`src/rtl/fetch_pkg.sv`:
```
// fetch_pkg
//   Shared constants and types for the instruction-fetch controller.
//   - Memory map: PC_RESET, IM_BASE, IM_WORDS, IM_LAST, EXC_VECTOR, NOP
//   - npc_sel_e: which source feeds the next PC (SEQ, REDIR, EXC, ERET)
//   - ifid_t:    contents of the IF/ID pipeline register
//   - fetch_addr_err(): misaligned or outside instruction memory
package fetch_pkg;

  localparam logic [31:0] PC_RESET   = 32'h0000_3000;
  localparam logic [31:0] IM_BASE    = 32'h0000_3000;
  localparam int unsigned IM_WORDS   = 4096;
  // Last legal byte address of the instruction memory (0x6FFF).
  localparam logic [31:0] IM_LAST    = IM_BASE + 32'(4 * IM_WORDS) - 32'd1;
  localparam logic [31:0] EXC_VECTOR = 32'h0000_4180;
  localparam logic [31:0] NOP        = 32'h0000_0000;

  typedef enum logic [1:0] {
    SEQ   = 2'd0,
    REDIR = 2'd1,
    EXC   = 2'd2,
    ERET  = 2'd3
  } npc_sel_e;

  typedef struct packed {
    logic [31:0] instr;
    logic [31:0] pc;
    logic        valid;
    logic        adel;
  } ifid_t;

  localparam ifid_t IFID_BUBBLE = '{instr: NOP, pc: 32'h0, valid: 1'b0, adel: 1'b0};

  function automatic logic fetch_addr_err(input logic [31:0] pc);
    return (pc[1:0] != 2'b00) || (pc < IM_BASE) || (pc > IM_LAST);
  endfunction

endpackage

```
`src/rtl/fetch_npc_sel.sv`:
```
// fetch_npc_sel
//   Combinational next-PC selection. Applies the request priority
//   exception > ERET > stall > redirect > sequential.
// Ports:
//   pc_i          current fetch address
//   stall_i       hold request from the hazard unit
//   redirect_i    branch taken / jump in decode
//   redirect_pc_i branch/jump target
//   exc_req_i     exception/interrupt accepted
//   eret_i        ERET executing
//   epc_i         ERET return address
//   npc_o         PC to load at the next edge (equals pc_i while holding)
//   sel_o         source of npc_o (SEQ also reported while holding)
//   hold_o        PC, IF/ID and the fetch counter must keep their values
module fetch_npc_sel
  import fetch_pkg::*;
(
  input  logic [31:0] pc_i,
  input  logic        stall_i,
  input  logic        redirect_i,
  input  logic [31:0] redirect_pc_i,
  input  logic        exc_req_i,
  input  logic        eret_i,
  input  logic [31:0] epc_i,
  output logic [31:0] npc_o,
  output npc_sel_e    sel_o,
  output logic        hold_o
);

  always_comb begin
    npc_o  = pc_i + 32'd4;  // wraps modulo 2^32
    sel_o  = SEQ;
    hold_o = 1'b0;
    if (exc_req_i) begin
      npc_o = EXC_VECTOR;
      sel_o = EXC;
    end else if (eret_i) begin
      npc_o = epc_i;
      sel_o = ERET;
    end else if (stall_i) begin
      // A stalled redirect is dropped; the decoder re-asserts it once the
      // stall clears.
      npc_o  = pc_i;
      hold_o = 1'b1;
    end else if (redirect_i) begin
      // Target is loaded as-is; a bad target is flagged when it is fetched.
      npc_o = redirect_pc_i;
      sel_o = REDIR;
    end
  end

endmodule

```
`src/rtl/fetch_ctrl.sv`:
```
// fetch_ctrl
//   Instruction-fetch controller: owns the PC and the IF/ID register and
//   counts fetches committed into IF/ID.
// Ports:
//   clk, reset     rising-edge clock, asynchronous active-high reset
//   stall_i        freeze PC, IF/ID and the fetch counter
//   redirect_i     branch/jump; redirect_pc_i is the target (delay slot kept)
//   exc_req_i      jump to EXC_VECTOR and flush IF/ID
//   eret_i, epc_i  jump to epc_i and flush IF/ID
//   pc_o           fetch address to the instruction memory
//   instr_i        memory read data for pc_o (combinational)
//   instr_d_o, pc_d_o, valid_d_o, adel_d_o   IF/ID register
//   fetch_cnt_o    committed-fetch counter
// Handshake: none; stall_i is a level hold applied at the clock edge, and
//   exception/ERET override it. After a flush IF/ID holds one bubble.
module fetch_ctrl
  import fetch_pkg::*;
(
  input  logic        clk,
  input  logic        reset,
  input  logic        stall_i,
  input  logic        redirect_i,
  input  logic [31:0] redirect_pc_i,
  input  logic        exc_req_i,
  input  logic        eret_i,
  input  logic [31:0] epc_i,
  output logic [31:0] pc_o,
  input  logic [31:0] instr_i,
  output logic [31:0] instr_d_o,
  output logic [31:0] pc_d_o,
  output logic        valid_d_o,
  output logic        adel_d_o,
  output logic [31:0] fetch_cnt_o
);

  logic [31:0] pc_q, pc_d;
  ifid_t       ifid_q, ifid_d;
  logic [31:0] cnt_q, cnt_d;

  logic [31:0] npc;
  npc_sel_e    sel;
  logic        hold;
  logic        adel_f;
  logic [31:0] instr_f;

  fetch_npc_sel u_npc_sel (
    .pc_i          (pc_q),
    .stall_i       (stall_i),
    .redirect_i    (redirect_i),
    .redirect_pc_i (redirect_pc_i),
    .exc_req_i     (exc_req_i),
    .eret_i        (eret_i),
    .epc_i         (epc_i),
    .npc_o         (npc),
    .sel_o         (sel),
    .hold_o        (hold)
  );

  // A bad fetch address never lets memory data into the pipe.
  assign adel_f  = fetch_addr_err(pc_q);
  assign instr_f = adel_f ? NOP : instr_i;

  always_comb begin
    pc_d   = pc_q;
    ifid_d = ifid_q;
    cnt_d  = cnt_q;
    if (!hold) begin
      pc_d = npc;
      unique case (sel)
        EXC, ERET: ifid_d = IFID_BUBBLE;
        default: begin
          // Sequential and redirect both commit the current fetch; for a
          // redirect this is the delay slot.
          ifid_d = '{instr: instr_f, pc: pc_q, valid: 1'b1, adel: adel_f};
          cnt_d  = cnt_q + 32'd1;
        end
      endcase
    end
  end

  always_ff @(posedge clk or posedge reset) begin
    if (reset) begin
      pc_q   <= PC_RESET;
      ifid_q <= IFID_BUBBLE;
      cnt_q  <= 32'd0;
    end else begin
      pc_q   <= pc_d;
      ifid_q <= ifid_d;
      cnt_q  <= cnt_d;
    end
  end

  assign pc_o        = pc_q;
  assign instr_d_o   = ifid_q.instr;
  assign pc_d_o      = ifid_q.pc;
  assign valid_d_o   = ifid_q.valid;
  assign adel_d_o    = ifid_q.adel;
  assign fetch_cnt_o = cnt_q;

endmodule

```
`config.mk`:
```
export PLATFORM = sky130hd
export DESIGN_NAME = fetch_ctrl
export DESIGN_NICKNAME = d
export VERILOG_FILES = /design/src/rtl/fetch_pkg.sv /design/src/rtl/fetch_npc_sel.sv /design/src/rtl/fetch_ctrl.sv
export SDC_FILE = /design/constraint.sdc
export NUM_CORES = 1
export LEC_CHECK = 0
export CAP_MARGIN = 20
export CORE_MARGIN = 3
export CORE_UTILIZATION = 50
export CTS_CLUSTER_SIZE = 25
export DETAILED_ROUTE_END_ITERATION = 10
export PLACE_DENSITY = 0.85
export SETUP_SLACK_MARGIN = 0.2
export SYNTH_ARGS = -nofsm -noshare
export SYNTH_HDL_FRONTEND = slang
export SYNTH_HIERARCHICAL = 1
export SYNTH_SLANG_ARGS = --single-unit
```
`constraint.sdc`:
```
create_clock -name clk -period 7.6 [get_ports clk]
set_clock_uncertainty 0.15 [all_clocks]
set_input_delay 1.9 -clock clk [delete_from_list [all_inputs] [get_ports clk]]
set_output_delay 1.9 -clock clk [all_outputs]
set_load 0.03 [all_outputs]
```
### Word-level counts from Yosys, hierarchy flattened

Cells that the tools add are included.

* bits in registers: 130
* output and inout port bits: 130
* input bits: 102

* reduce and logical (&&, ||, !) cells: 6
* eq/ne operators: 3
* order comparisons: 2
* add/sub/neg operators: 2
* mux-type cells: 13
* bitwise gates (word level): 2

Operator list (count)
* 32-bit two-way mux: 5
* 66-bit two-way mux: 1
* 32-bit by 1-bit adder with 32-bit output, second input constant: 1
* 32-bit by 3-bit adder with 32-bit output, second input constant: 1
* 32-bit by 15-bit > comparator with 1-bit output, second input constant: 1
* 32-bit by 14-bit < comparator with 1-bit output, second input constant: 1
* 2-bit two-way mux: 3
* 2-bit equality test, second input constant: 2
* 1-bit two-way mux: 4
* 2-bit AND reduction: 2
* 3-bit by 1-bit inequality test with 1-bit output, second input constant: 1
* 1-bit logical OR: 2
* 1-bit inverter: 2
* 2-bit nonzero test: 1
* 2-bit OR reduction: 1

### Longest topological paths before layout

* word-level depth: 8
* mapped depth: 9
* gate-level depth less buffers: 7

### Hierarchy

The synthesis kept the hierarchy.

By module, submodules not included
* fetch_ctrl: cells each 431, instances 1, area each 5246.3 sq um, sequential area each 3255.6 sq um
* fetch_npc_sel: cells each 300, instances 1, area each 1716.6 sq um, sequential area each 0.0 sq um

### Least setup slack after synthesis

Ideal clock, no wire load.

* kind: input -> register
* start point: input port eret_i
* end point: register cnt_q[24], in the netlist fetch_cnt_o[24]
* buffers on the path: 2
* data arrival time: 3.853 ns
* slack: 3.462 ns
* stages: 9
* setup time: 0.135 ns
* required time: 7.315 ns
* cell sequence: clkbuf_1 > nor2_1 > inv_1 > nor2_1 > or3b_1 > buf_2 > nor4_4 > nand4_1 > xnor2_1

* longest elaborated chain between the ends: 6
* elaborated cells on any way between the ends: 10
* those cells by class: 2 x eq/ne; 4 x mux; 2 x bitwise; 2 x reduce/logical

Ends and longest elaborated chain
* start, declared: RTL line fetch_ctrl.sv:25 `input logic eret_i,`
* 2-bit two-way mux (*): RTL line fetch_npc_sel.sv:37 `end else if (eret_i) begin`
* 2-bit two-way mux (*): RTL line fetch_npc_sel.sv:34 `if (exc_req_i) begin`
* named net sel[1]: RTL line fetch_ctrl.sv:41 `npc_sel_e sel;`
* 2-bit equality test: RTL line fetch_ctrl.sv:69 `unique case (sel)`
* 2-bit OR reduction (*): RTL line fetch_ctrl.sv:69
* 1-bit inverter (no source line) (*)
* 2-bit AND reduction (no source line) (*)
* end signal, assigned: RTL line fetch_ctrl.sv:89 `cnt_q <= cnt_d;`
* end, declared: RTL line fetch_ctrl.sv:38 `logic [31:0] cnt_q, cnt_d;`

Mark *: on every way through the listed nets, which the timed path passes. The rest lies on a longest branch.
A chain may end at the register's enable or synchronous reset.

### Final worst setup path

* start point: input port stall_i
* end point: register pc_q[6], in the netlist pc_o[6]

* longest elaborated chain between the ends: 5
* elaborated cells on any way between the ends: 6
* those cells by class: 1 x eq/ne; 3 x mux; 1 x bitwise; 1 x reduce/logical

Ends and longest elaborated chain
* start, declared: RTL line fetch_ctrl.sv:21 `input logic stall_i,`
* 1-bit two-way mux: RTL line fetch_npc_sel.sv:40 `end else if (stall_i) begin`
* 1-bit two-way mux: RTL line fetch_npc_sel.sv:37
* 1-bit two-way mux: RTL line fetch_npc_sel.sv:34
* named net hold: RTL line fetch_ctrl.sv:42 `logic hold;`
* 1-bit inverter (no source line)
* 2-bit AND reduction (no source line)
* end signal, assigned: RTL line fetch_ctrl.sv:87 `pc_q <= pc_d;`
* end, declared: RTL line fetch_ctrl.sv:36 `logic [31:0] pc_q, pc_d;`

The timed path passes the listed nets, and every way through them passes these cells.

==> results.yml <==
cts:
  clkSlewWorstSetupHoldPaths_ps: 60
  postcts_setup_bufs: 0
  cts_resized: 0
  tritoncts: "yes"
  cts-hold-fix-buffers: 0
  cts_root_buf: "sky130_fd_sc_hd__clkbuf_16"
  clock_latency_ps: 420
  cts.path.max_buffers: 2
  htreeDepth: 4
  numCtsBuffers: 17
  tritoncts_num_sinks: 130
sta:
  report.final.hold_viol_count: 0
  hold_ws_ps: 326
  final.min_clock_period_ps: 4940
  fmaxAchievable_mhz: 202
  rsz_0062_raised_after_global_routing: "no"
  relSlewSlack_pct: 29.1
  timing.setup.tns_ps: 0
  timing.final.crit_share_pct: 65.0
  tightestPinTransition_ps: 1060
  finalSetupViolCount: 0
  max_slew_violation_total_from_the_final_report: 0
power:
  power-per-cell-area_nw_per_um2: 204
  lkg_pwr_uw: 0.00408
  total_power_uw: 2050
  worst_ir_drop_vdd_mv: 0.162
detailed_routing:
  via_count: 6641
  drt_first_iter_violations: 593
  route.antenna.remaining_nets: 0
  routedWlPerCell_um: 18.6
  detail_route.drc_violations: 0
  drt-total-wl_um: 21000
  drt_first_pass_iters: 5
  viasPerCell: 5.87
min_path:
  timing.hold.worst.start: "fetch_cnt_o[31]$_DFFE_PP0P_"
  worst_hold_path_class: "register to register"
  min_path_cells: 1
  worstHoldEndpoint: "fetch_cnt_o[31]$_DFFE_PP0P_"
setup_path:
  timing.setup.critical_path_class: "primary input to register"
  crit-reg2reg-capture: "pc_o[26]$_DFFE_PP0N_"
  worstReg2RegStart: "pc_o[2]$_DFFE_PP0N_"
  critPathMaxFanout: 109
  reg2regPathDepth: 7
  worst-endpoint-arrival_ps: 5090
  critPathCaptureType: "register"
  nature_of_the_critical_path_startpoint: "primary input"
  cp.required_ps: 7750
  r2r_setup_slack_ps: 4730
yosys:
  post_synth_net_total: 833
  synth_warnings: 6
  post_synth_instance_area_um2: 6960
  synthesis.instances: 729
  synth.avg_cell_area_um2: 9.54
cells_and_area:
  most-common-layout-cells: "230 x sky130_fd_sc_hd__clkdlybuf4s50_1, 128 x sky130_fd_sc_hd__dfrtp_1, 83 x sky130_fd_sc_hd__nand2_1, 61 x sky130_fd_sc_hd__o21ai_0, 38 x sky130_fd_sc_hd__nor2_1"
  fillers: 950
  post_layout_nonfiller_instances: 1131
  layout_commonest_cell: "sky130_fd_sc_hd__clkdlybuf4s50_1"
  register_area_um2: 3260
  postLayoutCellArea_um2: 10000
  num_antenna_cells: 0
  multiInputGateArea_um2: 3480
  final_layout_size_suffix_gt1_share_pct: 9.84
  area_growth_pct: 44.0
  fin_nets: 1046
run_status:
  status: "completed"
floorplan:
  core_region_area_um2: 13400
  die_w_um: 124
  num_rows: 42
  starting_density_pct: 51.9
  fp.dieH_um: 124
  io_pins: 232
  floorplan.die_area_um2: 15400
global_route:
  overall_global_routing_resource_usage_pct: 27.5
  first_pass_grt_wire_length_um: 32700
  overflow: 0
  antenna_found_initial: 0
  first_global_vias: 6252
  pin_count_of_the_biggest_net_entering_global_routing: 110
placed_design:
  placed_area_um2: 9390
  dpl.cell_count: 1099
  place.detailed.hpwl_um: 14400
  port_buffers: 231
  globalplace.congestion: 0.904
flow_run:
  max_cap_violations: 0
## routing by layer
| metal | vias up | wire (um) | GRT usage (%) |
|---|---|---|---|
| met3 | 33 | 2190 | 8.49 |
| li1 | 3087 | - | - |
| met1 | 3147 | 8520 | 36.4 |
| met4 | 0 | 399 | 8.90 |
| met2 | 374 | 9890 | 43.5 |
| met5 | - | 0 | 0 |
## worst max-delay path, cell delays in order
cell and delay, ps:
sky130_fd_sc_hd__clkdlybuf4s50_1 450, sky130_fd_sc_hd__buf_4 330, sky130_fd_sc_hd__inv_1 420, sky130_fd_sc_hd__nor2_4 570
sky130_fd_sc_hd__buf_4 880, sky130_fd_sc_hd__mux2_2 420
## worst max-delay path by stage
stage / start / endpoint / slack, ps / cells past startpoint
2_1_floorplan: reset / adel_d_o$_DFFE_PP0N_ / 2080 / 1
3_3_place_gp: stall_i / pc_o[3]$_DFFE_PP0N_ / 2350 / 6
3_5_place_dp: stall_i / pc_o[28]$_DFFE_PP0N_ / 2310 / 6
4_1_cts: stall_i / pc_o[23]$_DFFE_PP0N_ / 2720 / 6
5_1_grt: stall_i / pc_o[23]$_DFFE_PP0N_ / 2510 / 6
6_report: stall_i / pc_o[6]$_DFFE_PP0N_ / 2660 / 6
## sequential cells by signal (all words and copies together), names as in the netlist
register and cells:
pc_d_o 32, valid_d_o 1, pc_o 32, instr_d_o 32
adel_d_o 1, fetch_cnt_o 32
## where the power goes
group          internal [uW]  switching [uW]
Combinational            177             208
Sequential               731            67.9
Clock                    556             306
Total                   1460             582
## per-stage QoR
step	util, %	setup slack (ps)
2_1_floorplan	-	2080
3_3_place_gp	70.1	2350
3_5_place_dp	70.1	2310
4_1_cts	74.7	2720
5_1_grt	74.7	2510
6_report	74.7	2660
## final cells by class
class | instances | area share [%]
Clock buffer | 18 | 4.38
Timing Repair Buffer | 239 | 23.6
Sequential cell | 130 | 32.5
Inverter | 18 | 0.700
Multi-Input combinational cell | 536 | 34.7
Tap cell | 176 | 2.20
Clock inverter | 14 | 1.86
No activity file was read; power rests on OpenSTA's default activity.
